`config.mk`:
```
export PLATFORM = sky130hd
export DESIGN_NAME = ws281x_splitter_sync
export DESIGN_NICKNAME = d
export VERILOG_FILES = /design/src/rtl/ws281x_splitter_sync.sv
export SDC_FILE = /design/constraint.sdc
export NUM_CORES = 1
export LEC_CHECK = 0
export ABC_AREA = 1
export CAP_MARGIN = 20
export CORE_MARGIN = 1.5
export CORE_UTILIZATION = 40
export DETAILED_ROUTE_END_ITERATION = 8
export SLEW_MARGIN = 15
export SYNTH_ARGS = -nofsm -noshare
export SYNTH_HDL_FRONTEND = slang
export SYNTH_SLANG_ARGS = --single-unit
```
`constraint.sdc`:
```
create_clock -name i_clock -period 3.7 [get_ports i_clock]
set_clock_uncertainty 0.2 [all_clocks]
set_input_delay 0.37 -clock i_clock [delete_from_list [all_inputs] [get_ports i_clock]]
set_output_delay 0.37 -clock i_clock [all_outputs]
set_load 0.05 [all_outputs]
```
`src/rtl/ws281x_splitter_sync.sv`:
```
// ws281x_splitter_sync: oversamples one WS281X stream, recovers 24-bit nodes and
// demultiplexes the stream onto NUM_BR branch outputs with a frame-latch Sync pulse.
// Latency: BranchOut 3 clocks from Din; Valid/Node 1 clock after the 24th sample.
// Backpressure: none, free-running; the input stream cannot be stalled.
// Optional macro WS281X_AUTOLEN_EN: auto-advance after BR_LEN non-escape nodes per branch.
// Ports: i_clock, i_reset (sync, active-high), i_din (async), o_branch_out[NUM_BR],
//        o_node[24], o_valid, o_sync, o_branch_sel[clog2(NUM_BR)], o_frame_err.
module ws281x_splitter_sync #(
    parameter int          CLK_FREQ_HZ     = 50_000_000,
    parameter int          NUM_BR          = 8,
    parameter logic [23:0] ESC_NEXT_BRANCH = 24'h010203,
    parameter int          SAMPLE_NS       = 600,
    parameter int          ADV_NS          = 1000,
    parameter int          LATCH_US        = 50,
    parameter int          SYNC_W          = 5,
    parameter int          BR_LEN          = 0
) (
    input  logic                      i_clock,
    input  logic                      i_reset,
    input  logic                      i_din,
    output logic [NUM_BR-1:0]         o_branch_out,
    output logic [23:0]               o_node,
    output logic                      o_valid,
    output logic                      o_sync,
    output logic [$clog2(NUM_BR)-1:0] o_branch_sel,
    output logic                      o_frame_err
);
    localparam longint SAMPLE_L = (longint'(SAMPLE_NS) * longint'(CLK_FREQ_HZ)) / 64'd1_000_000_000;
    localparam longint ADV_L    = (longint'(ADV_NS) * longint'(CLK_FREQ_HZ)) / 64'd1_000_000_000;
    localparam longint LATCH_L  = (longint'(LATCH_US) * longint'(CLK_FREQ_HZ)) / 64'd1_000_000;
    localparam int     TW       = $clog2(int'(LATCH_L) + 1);
    localparam int     SW       = $clog2(NUM_BR);
    localparam int     SCW      = $clog2(SYNC_W + 1);

    localparam logic [TW-1:0] C_SAMPLE   = TW'(SAMPLE_L);
    localparam logic [TW-1:0] C_ADV      = TW'(ADV_L);
    localparam logic [TW-1:0] C_LATCH    = TW'(LATCH_L);
    localparam logic [TW-1:0] C_LATCH_M1 = TW'(LATCH_L - 1);
    localparam logic [SW-1:0] C_LAST     = SW'(NUM_BR - 1);

    typedef enum logic {S_UNARMED, S_ARMED} state_t;

    state_t           r_state, w_state_next;
    logic             r_meta, r_din_s, r_din_d;
    logic [TW-1:0]    r_timer;
    logic [22:0]      r_shift;
    logic [4:0]       r_bitcnt;
    logic             r_adv_pend;
    logic [SW-1:0]    r_sel;
    logic [SCW-1:0]   r_sync_cnt;
    logic [NUM_BR-1:0] r_branch_out;
    logic [23:0]      r_node;
    logic             r_valid, r_frame_err;

    logic             w_rise, w_armed, w_latch, w_sample, w_done, w_is_esc, w_adv, w_len_hit;
    logic [23:0]      w_word;

    assign w_rise   = r_din_s & ~r_din_d;
    assign w_armed  = (r_state == S_ARMED);
    // Latch fires on the clock the timer steps onto LATCH; a rising edge that
    // same clock clears the timer instead, so the edge wins.
    assign w_latch  = w_armed && (r_timer == C_LATCH_M1) && !w_rise;
    assign w_sample = w_armed && (r_timer == C_SAMPLE);
    assign w_word   = {r_shift, r_din_s};
    assign w_done   = w_sample && (r_bitcnt == 5'd23);
    assign w_is_esc = (w_word == ESC_NEXT_BRANCH);
    // Using >= turns the advance into a deferral: it waits for din_s low if
    // the line is still high at the ADV tick.
    assign w_adv    = w_armed && r_adv_pend && (r_timer >= C_ADV) && !r_din_s;

`ifdef WS281X_AUTOLEN_EN
    localparam int NCW = (BR_LEN > 0) ? $clog2(BR_LEN + 1) : 1;
    logic [NCW-1:0] r_ncnt;

    assign w_len_hit = (BR_LEN > 0) && w_done && !w_is_esc && (r_ncnt == NCW'(BR_LEN - 1));

    always_ff @(posedge i_clock) begin
        if (i_reset || w_latch) begin
            r_ncnt <= '0;
        end else if (w_done) begin
            if (w_is_esc || w_len_hit) r_ncnt <= '0;
            else                       r_ncnt <= r_ncnt + 1'b1;
        end
    end
`else
    assign w_len_hit = 1'b0;
`endif

    // Arming needs a full latch-length idle with the line low; the timer is
    // already saturated if Din was held high, so arm as soon as it drops.
    always_comb begin
        w_state_next = r_state;
        if (r_state == S_UNARMED && r_timer == C_LATCH && !r_din_s)
            w_state_next = S_ARMED;
    end

    always_ff @(posedge i_clock) begin
        if (i_reset) r_state <= S_UNARMED;
        else         r_state <= w_state_next;
    end

    always_ff @(posedge i_clock) begin
        if (i_reset) begin
            r_meta       <= 1'b0;
            r_din_s      <= 1'b0;
            r_din_d      <= 1'b0;
            r_timer      <= '0;
            r_shift      <= '0;
            r_bitcnt     <= '0;
            r_adv_pend   <= 1'b0;
            r_sel        <= '0;
            r_sync_cnt   <= '0;
            r_branch_out <= '0;
            r_node       <= '0;
            r_valid      <= 1'b0;
            r_frame_err  <= 1'b0;
        end else begin
            r_meta      <= i_din;
            r_din_s     <= r_meta;
            r_din_d     <= r_din_s;
            r_valid     <= 1'b0;
            r_frame_err <= 1'b0;

            if (w_rise)                r_timer <= '0;
            else if (r_timer != C_LATCH) r_timer <= r_timer + 1'b1;

            if (r_sync_cnt != '0) r_sync_cnt <= r_sync_cnt - 1'b1;

            if (w_latch) begin
                r_sync_cnt  <= SCW'(SYNC_W);
                r_sel       <= '0;
                r_adv_pend  <= 1'b0;
                r_bitcnt    <= '0;
                r_frame_err <= (r_bitcnt != '0);
            end else begin
                if (w_sample) begin
                    r_shift  <= w_word[22:0];
                    r_bitcnt <= w_done ? 5'd0 : r_bitcnt + 5'd1;
                end
                if (w_done) begin
                    r_node  <= w_word;
                    r_valid <= 1'b1;
                    // On the last branch escapes are ignored, so sel saturates.
                    if ((w_is_esc || w_len_hit) && (r_sel != C_LAST))
                        r_adv_pend <= 1'b1;
                end else if (w_adv) begin
                    r_sel      <= r_sel + 1'b1;
                    r_adv_pend <= 1'b0;
                end
            end

            for (int i = 0; i < NUM_BR; i++)
                r_branch_out[i] <= r_din_s & w_armed & (r_sel == SW'(i));
        end
    end

    assign o_branch_out = r_branch_out;
    assign o_node       = r_node;
    assign o_valid      = r_valid;
    assign o_sync       = (r_sync_cnt != '0);
    assign o_branch_sel = r_sel;
    assign o_frame_err  = r_frame_err;
endmodule

```
==> After elaboration in Yosys (flattened, before gate mapping) <==
Cells that the tools add are included.
Widths: inputs -> output; s select.
{ "totals": {"ff_bits": 85, "in_bits": 3, "wordCells": 80} }
{ "op_classes": {"addsub": 4, "magnitude_cmp": 1, "eq_ne": 15, "mux": 7, "bitwise": 14, "reduce_logical": 24} }
{ "ops": {"columns": ["op", "n"], "rows": [
  ["$eq 12x12->1 const B", 2],
  ["$eq 24x17->1 const B", 1],
  ["$add 12x1->12 const B", 1],
  ["$eq 12x5->1 const B", 1],
  ["$eq 3x3->1 const B", 4],
  ["$ge 12x6->1 const B", 1],
  ["$ne 12x12->1 const B", 1],
  ["$and 1x1->1", 10],
  ["$logic_and 1x1->1", 10],
  ["$reduce_and 2->1", 4],
  ["$eq 3x2->1 const B", 2],
  ["$mux 3", 2],
  ["$reduce_or 2->1", 3],
  ["$add 5x1->5 const B", 1],
  ["$eq 5x5->1 const B", 1],
  ["$mux 5", 1],
  ["$reduce_bool 5->1", 1],
  ["$mux 1", 4],
  ["$not 1->1", 4],
  ["$reduce_bool 2->1", 2],
  ["$add 3x1->3 const B", 1],
  ["$eq 3x1->1 const B", 1],
  ["$logic_not 3->1", 1],
  ["$ne 3x3->1 const B", 1],
  ["other kinds (4)", 5]
]} }

==> Longest topological paths before layout <==
{ "logic_depth": {"word_depth": 6, "ltp_mapped": 11} }

==> Worst setup path before layout <==
Ideal clock, no wire load.
{ "synth_timing": {"kind": "register to register", "start": "register r_timer[0]", "end": "register r_node[15] (netlist: o_node[15])", "setup_time_ns": 0.113, "arrival_time_ns": 1.391, "required_ns": 3.387, "slack_ns": 1.996, "stages_incl_launch_ff": 11, "path_buffers": 1, "period_less_slack_ns": 1.704, "path_cell_list": "dfxtp_1 > inv_1 > ha_1 > nand2_1 > inv_1 > nand3b_4 > nor2_8 > nand3_4 > clkbuf_1 > nor2_1 > nor2_1"} }
{ "synth_between": {"elab_chain_cells": 5} }
{ "synth_rtl": {"columns": ["element", "line_no", "text"], "rows": [
  ["from (decl)", "45", "logic [TW-1:0] r_timer;"],
  ["from (signal assigned)", "125", "else if (r_timer != C_LATCH) r_timer <= r_timer + 1'b1;"],
  ["$eq 12x12->1", "62", "assign w_latch = w_armed && (r_timer == C_LATCH_M1) && !w_rise;"],
  ["$logic_and 1x1->1 (2 in series)", "62", null],
  ["$not 1->1 (no line)", null, null],
  ["$reduce_and 2->1 (no line) (*)", null, null],
  ["to (signal assigned)", "141", "r_node <= w_word;"],
  ["to (decl)", "52", "logic [23:0] r_node;"]
]} }
Mark *: on every way between the ends. The rest lies on a longest branch, timed or not.
A chain may end at the register's enable or synchronous reset.

==> Worst setup path after layout <==
{ "layout_timing": {"start": "register r_sync_cnt[0]", "end": "output port o_sync"} }
{ "layout_between": {"elab_chain_cells": 1} }
{ "layout_rtl": {"columns": ["element", "line_no", "text"], "rows": [
  ["from (decl)", "50", "logic [SCW-1:0] r_sync_cnt;"],
  ["from (signal assigned)", "127", "if (r_sync_cnt != '0) r_sync_cnt <= r_sync_cnt - 1'b1;"],
  ["from (signal assigned)", "130", "r_sync_cnt <= SCW'(SYNC_W);"],
  ["$reduce_bool 3->1", "160", "assign o_sync = (r_sync_cnt != '0);"],
  ["to (decl)", "24", "output logic o_sync,"]
]} }
Every way passes these cells.

==> impl_results.md <==
- Outcome: completed
- Slew HR: 0.634
- CTS tree: built
- CP max FO: 3
- Post-synthesis async set-or-reset flop share: 0
- First-pass GRT wire length: 12800 um
- DRT iter0 DRCs: 137
- Commonest non-fill, non-tap cell in the layout: nor2_1
- GP Congestion: 0.809
- Die W: 99.1 um
- Seq/Total Area, Yosys: 0.461
- P_leak: 2.02 nW
- RSZ-0062 raised after global routing: no
- MaxCap Viol Count: 0
- Startpoint types: flop
- IO Port Bufs: 40
- Setup Fix Bufs, Post-CTS: 0
- GR peak layer: met2
- Setup Total Neg Slack: 0 ns
- Layout cell share with drive strength beyond 1: 0.0426
- Clock Tree Root: clkbuf_8
- Synth Warn #: 0
- Power density over the cells: 404 mW/mm^2
- CP Cell Sequence: inv_1 -> ha_1 -> nand2_1 -> clkdlybuf4s50_1
- Final setup viols: 0
- Vias: 3049
- Netlist cell types: 25
- Final Hold Vio Count: 0
- Post_cts resized: 0
- Total core area: 0.00885 sq mm
- Post-Synthesis Cells: 522
- Antenna violations before repair: 0
- GRT Total Usage: 0.162
- #FFs+latches synth: 85
- Number of antenna-violating nets in the routed design: 0
- Remaining DRCs: 0
- DRT Pass-1 Iters: 5
- Wire per inst: 11.0 um
- Worst-case vdd ir drop: 0.359 mV
- Cts hold-fix bufs: 0
- Slowest library cell on the worst path: clkdlybuf4s50_1
- Met2 Usage GRT: 0.244
- Clk Latency, worst-skew pair: 0.36 ns
- EDFF count, synth: 0
- Fillers: 904
- Gr ovfl total: 0
- Synthesized area: 0.00369 sq mm
- Most frequent cells in the layout: nor2_1 (113), nand2_1 (107), dfxtp_1 (85), inv_1 (77), clkdlybuf4s50_1 (40)
- Diodes inserted: 0
- Num rows: 34
- Initial Utilization: 0.417
- Slew Viols, Final: 0
- Worst-path clk slew: 0.08 ns
- Area Overhead vs Synth: 18.3%
- Pin count of the biggest net entering global routing: 55
- Ys flop type: dfxtp_1
- IO Pins: 41
- Dpl hpwl: 4950 um
- Final period util: 0.682
- Die Y: 99.1 um
- Avg Cell Area, Syn: 7.07 sq um
- Syn nets: 538
- Inserted Clock Buffers: 9
- Total wire length: 7360 um
- CP peak stage delay: 0.85 ns
- CTS Sinks: 85
- Fin util: 0.493
- Met1 GRT Util: 0.217
- Period minus WS final: 2.52 ns
- Worst-case clock buffer depth: 2
- HP Class: flop to flop
- Worst EP required: 3.13 ns
- Actual slew at the worst max-slew pin: 0.549 ns
- Detail-routed via count per cell: 4.54
- Vias in the first global route: 2870
- Routing usage on met3: 0.0404
- F_max: 0.396 GHz
- Die Area: 0.00981 sq mm
- Critical path capture point type: output pin
- WP data arrival: 1.95 ns
- Layout net count: 575
- H-tree depth: 3
- Worst Path Class, Setup: flop to output pin
-- logic make-up after synthesis --
| group | Yosys count | synth area share |
|---|---|---|
| simple gates | 263 | 0.299 |
| buf+inv | 95 | 0.0993 |
| flops | 85 | 0.461 |
| compound gates | 62 | 0.0868 |
| fa+ha+maj | 13 | 0.0441 |
| xor+xnor | 4 | 0.00949 |
-- worst max-delay path: cells and delay by family (launching register included) --
family | cells | cell delay (ns)
fa+ha+maj | 1 | 0.23
buf+inv | 2 | 0.92
flops | 1 | 0.32
simple gates | 1 | 0.13
-- cell usage after synthesis, types with 2 or more instances --
cell type / n / area (sq um)
nor2_1: 113 / 424
nand2_1: 107 / 402
dfxtp_1: 85 / 1700
inv_1: 77 / 289
a21oi_1: 31 / 155
o21ai_0: 26 / 130
nor3_1: 16 / 80.1
nand3_1: 15 / 75.1
ha_1: 13 / 163
buf_2: 8 / 40.0
clkbuf_1: 7 / 26.3
nand4_1: 6 / 37.5
xor2_1: 3 / 26.3
a31oi_1: 2 / 12.5
inv_2: 2 / 7.51
o21a_1: 2 / 15.0
-- flip-flops by register name, indices dropped and copies added, names as in the netlist, 3 cells and up --
| name | cells |
|---|---|
| o_branch_sel | 3 |
| o_branch_out | 8 |
| r_sync_cnt | 3 |
| r_bitcnt | 5 |
| r_timer | 12 |
| r_shift | 23 |
| o_node | 24 |
-- routing by layer --
| metal | routed length (um) | up-vias |
|---|---|---|
| met5 | 0 | - |
| met4 | 164 | 0 |
| met3 | 303 | 14 |
| met2 | 3020 | 53 |
| met1 | 3880 | 1301 |
| li1 | - | 1681 |
-- final cells by class --
cell class	instances	area, sq um	area share
Clock buffer	10	138	0.0315
Clock inverter	6	61.3	0.0140
Inverter	80	300	0.0688
Multi-Input combinational cell	342	1620	0.372
Sequential cell	85	1700	0.390
Tap cell	108	135	0.0309
Timing Repair Buffer	41	408	0.0934
-- power by group --
group          switching (W)  total (W)  internal, W
registers         0.00000812   0.000939     0.000931
clock network       0.000338   0.000667     0.000329
logic               0.000102   0.000157    0.0000543
-- worst paths after layout --
path	startpoint	endpoint	slack (ns)	cells after the start
max reg2reg	r_timer[0]	o_node[19]	1.25	9
min	r_meta	r_din_s	0.20	2
min reg2reg	r_meta	r_din_s	0.20	2
max	r_sync_cnt[0]	o_sync	1.18	4
-- through the flow --
step                total power (W)  hold WS [ns]  worst slack, ns  cells  cell area (sq um)
floorplan                   0.00108         0.188             2.00    522               3690
global placement            0.00111         0.192             1.07    656               4170
detailed placement          0.00112         0.192             1.06    656               4170
CTS                         0.00178         0.203             1.14    672               4370
global route                0.00184         0.223            0.950    672               4370
finish                      0.00176         0.203             1.18    672               4370
Power figures use the tool's default switching activity.
